[config.mk]
export PLATFORM = sky130hd
export DESIGN_NAME = stopwatch_ctrl
export DESIGN_NICKNAME = d
export VERILOG_FILES = /design/src/rtl/stopwatch_pkg.sv /design/src/rtl/bcd_digit_cnt.sv /design/src/rtl/stopwatch_ctrl.sv
export SDC_FILE = /design/constraint.sdc
export NUM_CORES = 1
export LEC_CHECK = 0
export CAP_MARGIN = 10
export CORE_MARGIN = 2
export CORE_UTILIZATION = 50
export CTS_CLUSTER_DIAMETER = 50
export DETAILED_ROUTE_END_ITERATION = 8
export GPL_TIMING_DRIVEN = 0
export PLACE_DENSITY_LB_ADDON = 0.08
export SKIP_CTS_REPAIR_TIMING = 1
export SYNTH_ARGS = -nofsm -noshare
export SYNTH_HDL_FRONTEND = slang
export SYNTH_HIERARCHICAL = 1
export SYNTH_SLANG_ARGS = --single-unit
[constraint.sdc]
create_clock -name clk -period 6.9 [get_ports clk]
set_clock_uncertainty 0.05 [all_clocks]
set_input_delay 1.38 -clock clk [delete_from_list [all_inputs] [get_ports clk]]
set_output_delay 1.38 -clock clk [all_outputs]
set_load 0.01 [all_outputs]
[src/rtl/stopwatch_pkg.sv]
// Shared types and constants for the stopwatch controller slice.
package stopwatch_pkg;

    typedef enum logic [1:0] {
        IDLE = 2'd0,
        RUN  = 2'd1,
        LAP  = 2'd2,
        STOP = 2'd3
    } state_t;

    typedef logic [3:0] bcd_t;

    localparam int BTN_STARTSTOP = 0;
    localparam int BTN_LAP       = 1;
    localparam int BTN_CLEAR     = 2;

    localparam int NUM_DIGITS = 6;

    // Digit order is c0,c1,s0,s1,m0,m1; the tens of seconds and tens of minutes count mod 6.
    function automatic int digit_mod(input int idx);
        return ((idx == 3) || (idx == 5)) ? 6 : 10;
    endfunction

endpackage

[src/rtl/bcd_digit_cnt.sv]
// Single BCD digit counter with synchronous clear and combinational carry-out.
module bcd_digit_cnt
    import stopwatch_pkg::*;
#(
    parameter int MOD = 10
) (
    input  logic clk,
    input  logic n_rst,
    input  logic clr,
    input  logic inc,
    output bcd_t q,
    output logic carry
);

    localparam bcd_t LAST = bcd_t'(MOD - 1);

    bcd_t q_reg, q_next;

    // Wrap on >= LAST so an out-of-range value can never persist.
    always_comb begin
        q_next = q_reg;
        if (clr) begin
            q_next = '0;
        end else if (inc) begin
            q_next = (q_reg >= LAST) ? '0 : q_reg + 4'd1;
        end
    end

    always_ff @(posedge clk) begin
        if (!n_rst) begin
            q_reg <= '0;
        end else begin
            q_reg <= q_next;
        end
    end

    assign q     = q_reg;
    assign carry = inc && (q_reg == LAST);

endmodule

[src/rtl/stopwatch_ctrl.sv]
// Stopwatch top: start/stop/lap/clear FSM, 1/100 s prescaler, BCD time chain, lap hold and display register.
module stopwatch_ctrl
    import stopwatch_pkg::*;
#(
    parameter int TICK_CYCLES = 500000
) (
    input  logic        clk,
    input  logic        n_rst,
    input  logic [2:0]  btn_pls,
    output logic [23:0] disp_bcd,
    output logic        running,
    output logic        lap_active,
    output logic [1:0]  state
);

    localparam int PSC_W = (TICK_CYCLES > 1) ? $clog2(TICK_CYCLES) : 1;
    localparam logic [PSC_W-1:0] PSC_LAST = PSC_W'(TICK_CYCLES - 1);

    state_t             state_reg, state_next;
    logic [PSC_W-1:0]   psc_reg, psc_next;
    logic [23:0]        lap_reg, lap_next;
    logic [23:0]        disp_reg, disp_next;
    logic               running_reg, lap_active_reg;

    logic               go_pls, lap_pls, clr_pls;
    logic               lap_capture, cnt_clr, counting, tick;
    logic [23:0]        cnt_bcd;
    logic [NUM_DIGITS:0] inc_chain;
    logic               unused_wrap;

    // Only the highest-priority pulse survives; lower ones are masked off.
    assign go_pls  = btn_pls[BTN_STARTSTOP];
    assign lap_pls = btn_pls[BTN_LAP] & ~btn_pls[BTN_STARTSTOP];
    assign clr_pls = btn_pls[BTN_CLEAR] & ~btn_pls[BTN_LAP] & ~btn_pls[BTN_STARTSTOP];

    always_comb begin
        state_next  = state_reg;
        lap_capture = 1'b0;
        cnt_clr     = 1'b0;
        case (state_reg)
            IDLE: if (go_pls) state_next = RUN;
            RUN: begin
                if (go_pls) begin
                    state_next = STOP;
                end else if (lap_pls) begin
                    state_next  = LAP;
                    lap_capture = 1'b1;
                end
            end
            LAP: begin
                if (go_pls) state_next = STOP;
                else if (lap_pls) state_next = RUN;
            end
            STOP: begin
                if (go_pls) begin
                    state_next = RUN;
                end else if (clr_pls) begin
                    state_next = IDLE;
                    cnt_clr    = 1'b1;
                end
            end
            default: state_next = IDLE;
        endcase
    end

    // Prescaler holds in STOP so a pause does not lose the partial 1/100 s.
    assign counting = (state_reg == RUN) || (state_reg == LAP);
    assign tick     = counting && (psc_reg == PSC_LAST);

    always_comb begin
        psc_next = psc_reg;
        if (cnt_clr || (state_reg == IDLE)) begin
            psc_next = '0;
        end else if (counting) begin
            psc_next = tick ? '0 : psc_reg + PSC_W'(1);
        end
    end

    assign inc_chain[0] = tick;

    genvar gi;
    generate
        for (gi = 0; gi < NUM_DIGITS; gi++) begin : g_digit
            bcd_digit_cnt #(
                .MOD (digit_mod(gi))
            ) u_digit (
                .clk   (clk),
                .n_rst (n_rst),
                .clr   (cnt_clr),
                .inc   (inc_chain[gi]),
                .q     (cnt_bcd[gi*4 +: 4]),
                .carry (inc_chain[gi+1])
            );
        end
    endgenerate

    // Carry out of m1 is dropped: 59:59.99 simply wraps to zero.
    assign unused_wrap = inc_chain[NUM_DIGITS];

    assign lap_next  = lap_capture ? cnt_bcd : lap_reg;
    assign disp_next = (state_reg == LAP) ? lap_reg : cnt_bcd;

    always_ff @(posedge clk) begin
        if (!n_rst) begin
            state_reg      <= IDLE;
            psc_reg        <= '0;
            lap_reg        <= '0;
            disp_reg       <= '0;
            running_reg    <= 1'b0;
            lap_active_reg <= 1'b0;
        end else begin
            state_reg      <= state_next;
            psc_reg        <= psc_next;
            lap_reg        <= lap_next;
            disp_reg       <= disp_next;
            running_reg    <= (state_next == RUN) || (state_next == LAP);
            lap_active_reg <= (state_next == LAP);
        end
    end

    assign disp_bcd   = disp_reg;
    assign running    = running_reg;
    assign lap_active = lap_active_reg;
    assign state      = state_reg;

endmodule

### Yosys cells after proc, flatten, opt, wreduce, memory -nomap -nowiden

Cells that the tools add are included.

* output and inout bits: 28
* bits in registers: 95
* word-level logic and storage cells: 76
* bits of input ports: 5

* eq/ne operators: 11
* reductions and logical operators: 12
* add/sub/neg operators: 7
* bitwise operators: 6
* muxes and demuxes: 22
* $lt $le $gt $ge: 6

Operators with widths (count)
* adder 4 x 1 -> 4 bit (second input constant): 6
* 2-to-1 mux 24 bit: 1
* 2-to-1 mux 4 bit: 6
* adder 19 x 1 -> 19 bit (second input constant): 1
* == test 19 bit (second input constant): 1
* 2-to-1 mux 19 bit: 1
* == test 4 bit (second input constant): 4
* greater-or-equal comparator 4 bit (second input constant): 4
* 2-to-1 mux 2 bit: 7
* greater-or-equal comparator 4 x 3 -> 1 bit (second input constant): 2
* one-hot mux 2 bit (4 select lines): 1
* == test 2 bit (second input constant): 3
* logical AND 1 bit: 6
* 2-to-1 mux 1 bit: 6
* == test 2 x 1 -> 1 bit (second input constant): 2
* == test 4 x 3 -> 1 bit (second input constant): 1
* OR reduction 2 bit: 2
* AND 1 bit: 3
* logical OR 1 bit: 3
* NOT 1 bit: 3
* zero test 2 bit: 1

### Longest topological paths before layout

* depth in word-level cells: 8
* mapped depth: 20
* gate-level depth less buffers: 18

### Modules after synthesis

The synthesis kept the hierarchy.

Modules (own cells, without submodules)
* stopwatch_ctrl: cells each 324, times used 1, sequential area each 1421.4 um2, area each 3050.4 um2
* bcd_digit_cnt at g_digit[0].u_digit ...: cells each 24, times used 4, sequential area each 80.1 um2, area each 220.2 um2
* bcd_digit_cnt at g_digit[3].u_digit ...: cells each 26, times used 2, sequential area each 80.1 um2, area each 251.5 um2

### Worst setup path before layout

No wires, ideal clock.

* path type: register to register
* start: register state_reg[1] (netlist: state[1])
* end: register g_digit[5].u_digit.q_reg[3]
* library setup time: 119 ps
* stages on the path, launching flop included: 21
* arrival time: 5020 ps
* setup slack: 1711 ps
* buffers on the path: 2
* data required time: 6731 ps
* clock period less this slack: 5189 ps
* cells stage by stage: dfxtp_1 inv_1 ha_1 and3_2 nand3_1 nor3_1 nand2_1 nor3b_1 nand2_1 nor3b_1 nand2_1 nor3b_1 buf_6 nand2_1 nor3_1 nand2_1 nor3b_1 buf_6 nand2_1 a21oi_2 nor3_1

* longest elaborated chain between the ends: 8
* elaborated cells between the ends (all ways): 12
* classes of those cells: eq/ne: 3; mux: 1; reduce/logical: 8

Ends and longest elaborated chain
* start, declared: line stopwatch_ctrl.sv:19 `state_t state_reg, state_next;`
* start signal, assigned: line stopwatch_ctrl.sv:112 `state_reg <= state_next;`
* == test 2 x 1 -> 1 bit or == test 2 bit (tied branches): line stopwatch_ctrl.sv:67 `assign counting = (state_reg == RUN) || (state_reg == LAP);`
* logical OR 1 bit (*): line stopwatch_ctrl.sv:67
* named net counting: line stopwatch_ctrl.sv:26 `logic lap_capture, cnt_clr, counting, tick;`
* logical AND 1 bit (*): line stopwatch_ctrl.sv:68 `assign tick = counting && (psc_reg == PSC_LAST);`
* named net inc_chain[0]: line stopwatch_ctrl.sv:28 `logic [NUM_DIGITS:0] inc_chain;`
* logical AND 1 bit (*): line bcd_digit_cnt.sv:38 `assign carry = inc && (q_reg == LAST);`
* named net inc_chain[1]: line stopwatch_ctrl.sv:28
* logical AND 1 bit (*): line bcd_digit_cnt.sv:38
* named net inc_chain[2]: line stopwatch_ctrl.sv:28
* logical AND 1 bit (*): line bcd_digit_cnt.sv:38
* named net inc_chain[3]: line stopwatch_ctrl.sv:28
* logical AND 1 bit (*): line bcd_digit_cnt.sv:38
* named net inc_chain[4]: line stopwatch_ctrl.sv:28
* logical AND 1 bit (*): line bcd_digit_cnt.sv:38
* named net inc_chain[5]: line stopwatch_ctrl.sv:28
* end signal, assigned: line bcd_digit_cnt.sv:33 `q_reg <= q_next;`
* end, declared: line bcd_digit_cnt.sv:17 `bcd_t q_reg, q_next;`

The timed path passes the listed nets; every way through them passes the cells marked *.
A chain may end at the register's enable or synchronous reset.

### Worst setup path in the final report

Ends and elaborated chain as after synthesis.

==> flow_summary_export.csv <==
group,metric,value,unit
drt,drc_errors,0,
drt,vias,3187,
global_route,grt_pass1_wl,13.7,mm
hold_path,hold_start,"lap_reg[22]",
setup_path,r2r_start,"state[1]",
clock_tree,cts_buffer_depth,2,
power_and_ir_drop,p_seq_share,58.2,%
hold_path,hold_class,"reg2reg",
finish,drive_gt1_share,7.92,%
setup_path,cp_max_fo,8,
setup_path,critical_path_arrival,6.23,ns
global_route,grt_use_total,17.3,%
power_and_ir_drop,clkPwrFrac,37.5,%
setup_path,rr_endpoint,"g_digit[5].u_digit/q[3]",
timing,setup_viol,0,
floorplanning,dieArea,9630,sq um
place,postPlaceCellArea,4880,sq um
finish,nFillCells,783,
power_and_ir_drop,power.switching,214,uW
drt,firstDrtPassIters,5,
power_and_ir_drop,switching_share,22.6,%
finish,antenna_cells,0,
timing,slew_viol_final,0,
yosys,netlist_area,4430,sq um
status,status,"completed",
floorplanning,ios,33,
setup_path,critical_path.top_delay_family,"simple AND/OR/NAND/NOR gates",
timing,hold_viol,0,
place,io_buffers,32,
global_route,antenna_found_initial,0,
setup_path,timing.critical_path.mode_cell,"nand2_1",
drt,wirelength,7.93,mm
setup_path,crit_path_top_delay_cell,"nor3_1",
drt,antenna_left,0,
power_and_ir_drop,p_leak,1.70,nW
floorplanning,die_x,98.1,microns
setup_path,worst-r2r-setup-slack,0.87,ns
timing,max_freq,166,MHz
drt,wl_per_cell,12.7,microns
finish,synthToLayoutAreaGrowth,14.6,%
floorplanning,core,8640,sq um
job,cap_violations,0,
clock_tree,clkLatencyLatePin,0.36,ns
global_route,grt_overflow_total,0,
clock_tree,cts_buffers,9,
floorplanning,start_util,51.3,%
hold_path,hold_depth,2,
setup_path,max_stage_delay,0.62,ns
global_route,grt_pass1_vias,3008,
setup_path,crit_path_end_kind,"flop",
place,gp_congestion,0.793,
setup_path,path_cells,"inv_1, ha_1, and3_2, nand3_1, nor3_1, nand2_1, nor3b_1, nand2_1, nor3b_2, nand2_1, nor3b_1, buf_6, nand2_1, nor3_1, nand2_1, nor3b_1, buf_6, nand2_1, a21oi_2, nor3_1",
timing,min_period_over_period,87.4,%
power_and_ir_drop,p_comb_share,4.3,%
power_and_ir_drop,p_total,945,uW
finish,fin_area,5070,sq um
timing,holdWs,0.417,ns
timing,layout_min_cycle_time,6.03,ns
hold_path,min_to,"lap_reg[22]",
setup_path,path_buf_inv,3,
setup_path,start_kind,"flop",
power_and_ir_drop,ir_worst_vdd,0.0000906,V
clock_tree,cts_tree,"built",
clock_tree,clock_sinks,95,
setup_path,reg2reg_depth,20,
yosys,synth_area_per_cell,9.40,sq um
power_and_ir_drop,power_density,186,nW/um^2
drt,vias_per_cell,5.09,
timing,slew_headroom,53.3,%
yosys,syn-num-nets,500,
setup_path,critical_path_class,"reg2reg",
yosys,yosysWarnings,6,
finish,nNetsFinal,543,
clock_tree,cts-htree-levels,3,
timing,grt_setup_unrepaired,"false",
power_and_ir_drop,power.internal,732,uW
timing,tightest_slew,0.696,ns
floorplanning,rows,34,
clock_tree,root_buffer,"clkbuf_8",
timing,setup-tns-final,0,ns
place,dp_hpwl,5.75,mm
yosys,syn_inst,471,
drt,dr.first_iter.drc_count,138,
global_route,grt_max_degree,16,
setup_path,crit_required,7.10,ns
clock_tree,clk_pin_slew,0.09,ns
floorplanning,die_h,98.1,microns
## layer usage
| metal | vias up | wire length [microns] | part of all wire, % | track usage, % |
|---|---|---|---|---|
| met5 | - | 0 | 0 | 0 |
| li1 | 1672 | - | - | - |
| met4 | 0 | 99 | 1.2 | 7.05 |
| met2 | 25 | 3780 | 48 | 29.2 |
| met1 | 1480 | 3860 | 49 | 22.2 |
| met3 | 10 | 184 | 2.3 | 2.72 |
## metrics by stage
step / cells / worst slack (ns) / util (%)
after detailed placement: 611 / 0.574 / 56.6
after floorplan: 471 / 1.73 / -
after global routing: 626 / 0.156 / 58.8
after global placement: 611 / 0.570 / 56.6
after CTS: 626 / 0.545 / 58.7
final: 626 / 0.871 / 58.8
## layout make-up
cell class	count	area (sq um)	area share, %
Buffer	16	82.6	1.63
Clock buffer	9	124	2.44
Clock inverter	6	61.3	1.21
Inverter	21	78.8	1.55
Multi-Input combinational cell	339	2370	46.7
Sequential cell	95	1900	37.5
Tap cell	108	135	2.66
Timing Repair Buffer	32	320	6.31
## layout by cell type, fill, tap and decap left out, types with 3 or more instances in the layout
master and count:
nor3b_1 8, clkbuf_8 9, nand3_1 9, nor2b_1 30, ha_1 24, o21ai_0 5, and2_1 3, clkdlybuf4s50_1 32
nor2_1 37, nand3b_1 3, xnor2_1 16, a21boi_0 24, nor3_1 15, nor4_1 5, buf_2 3, a21oi_1 6
dfxtp_1 95, mux2i_1 32, nand4_1 7, o21ai_2 5, clkinv_2 3, xor2_1 12, clkbuf_1 10, nand2_1 68
nand4_4 3, inv_1 21
## worst max path at each step
stage                   from                 endpoint  slack (ns)  cells past startpoint
floorplan           state[1]  g_digit[5].u_digit/q[3]        1.73                     20
global placement    state[0]  g_digit[5].u_digit/q[3]        0.57                     20
detailed placement  state[1]  g_digit[5].u_digit/q[3]        0.57                     20
CTS                 state[1]  g_digit[5].u_digit/q[3]        0.55                     20
global route        state[1]  g_digit[5].u_digit/q[3]        0.16                     20
finish              state[1]  g_digit[5].u_digit/q[3]        0.87                     20
## power by group through the flow
stage	sequential, mW	combinational, mW	clock (mW)
3_5_place_dp	0.563	0.0411	0
6_report	0.550	0.0408	0.354
5_1_grt	0.551	0.0449	0.385
2_1_floorplan	0.564	0.0263	0
4_1_cts	0.550	0.0413	0.365
3_3_place_gp	0.563	0.0405	0
## worst register-to-register path, stage by stage, from the launching register on
cell and delay [ns]:
dfxtp_1 0.38, inv_1 0.11, ha_1 0.45, and3_2 0.30, nand3_1 0.14, nor3_1 0.62, nand2_1 0.18, nor3b_1 0.60
nand2_1 0.21, nor3b_2 0.43, nand2_1 0.15, nor3b_1 0.42, buf_6 0.20, nand2_1 0.10, nor3_1 0.52, nand2_1 0.19
nor3b_1 0.37, buf_6 0.19, nand2_1 0.08, a21oi_2 0.16, nor3_1 0.07
(Power assumes the default switching activity.)
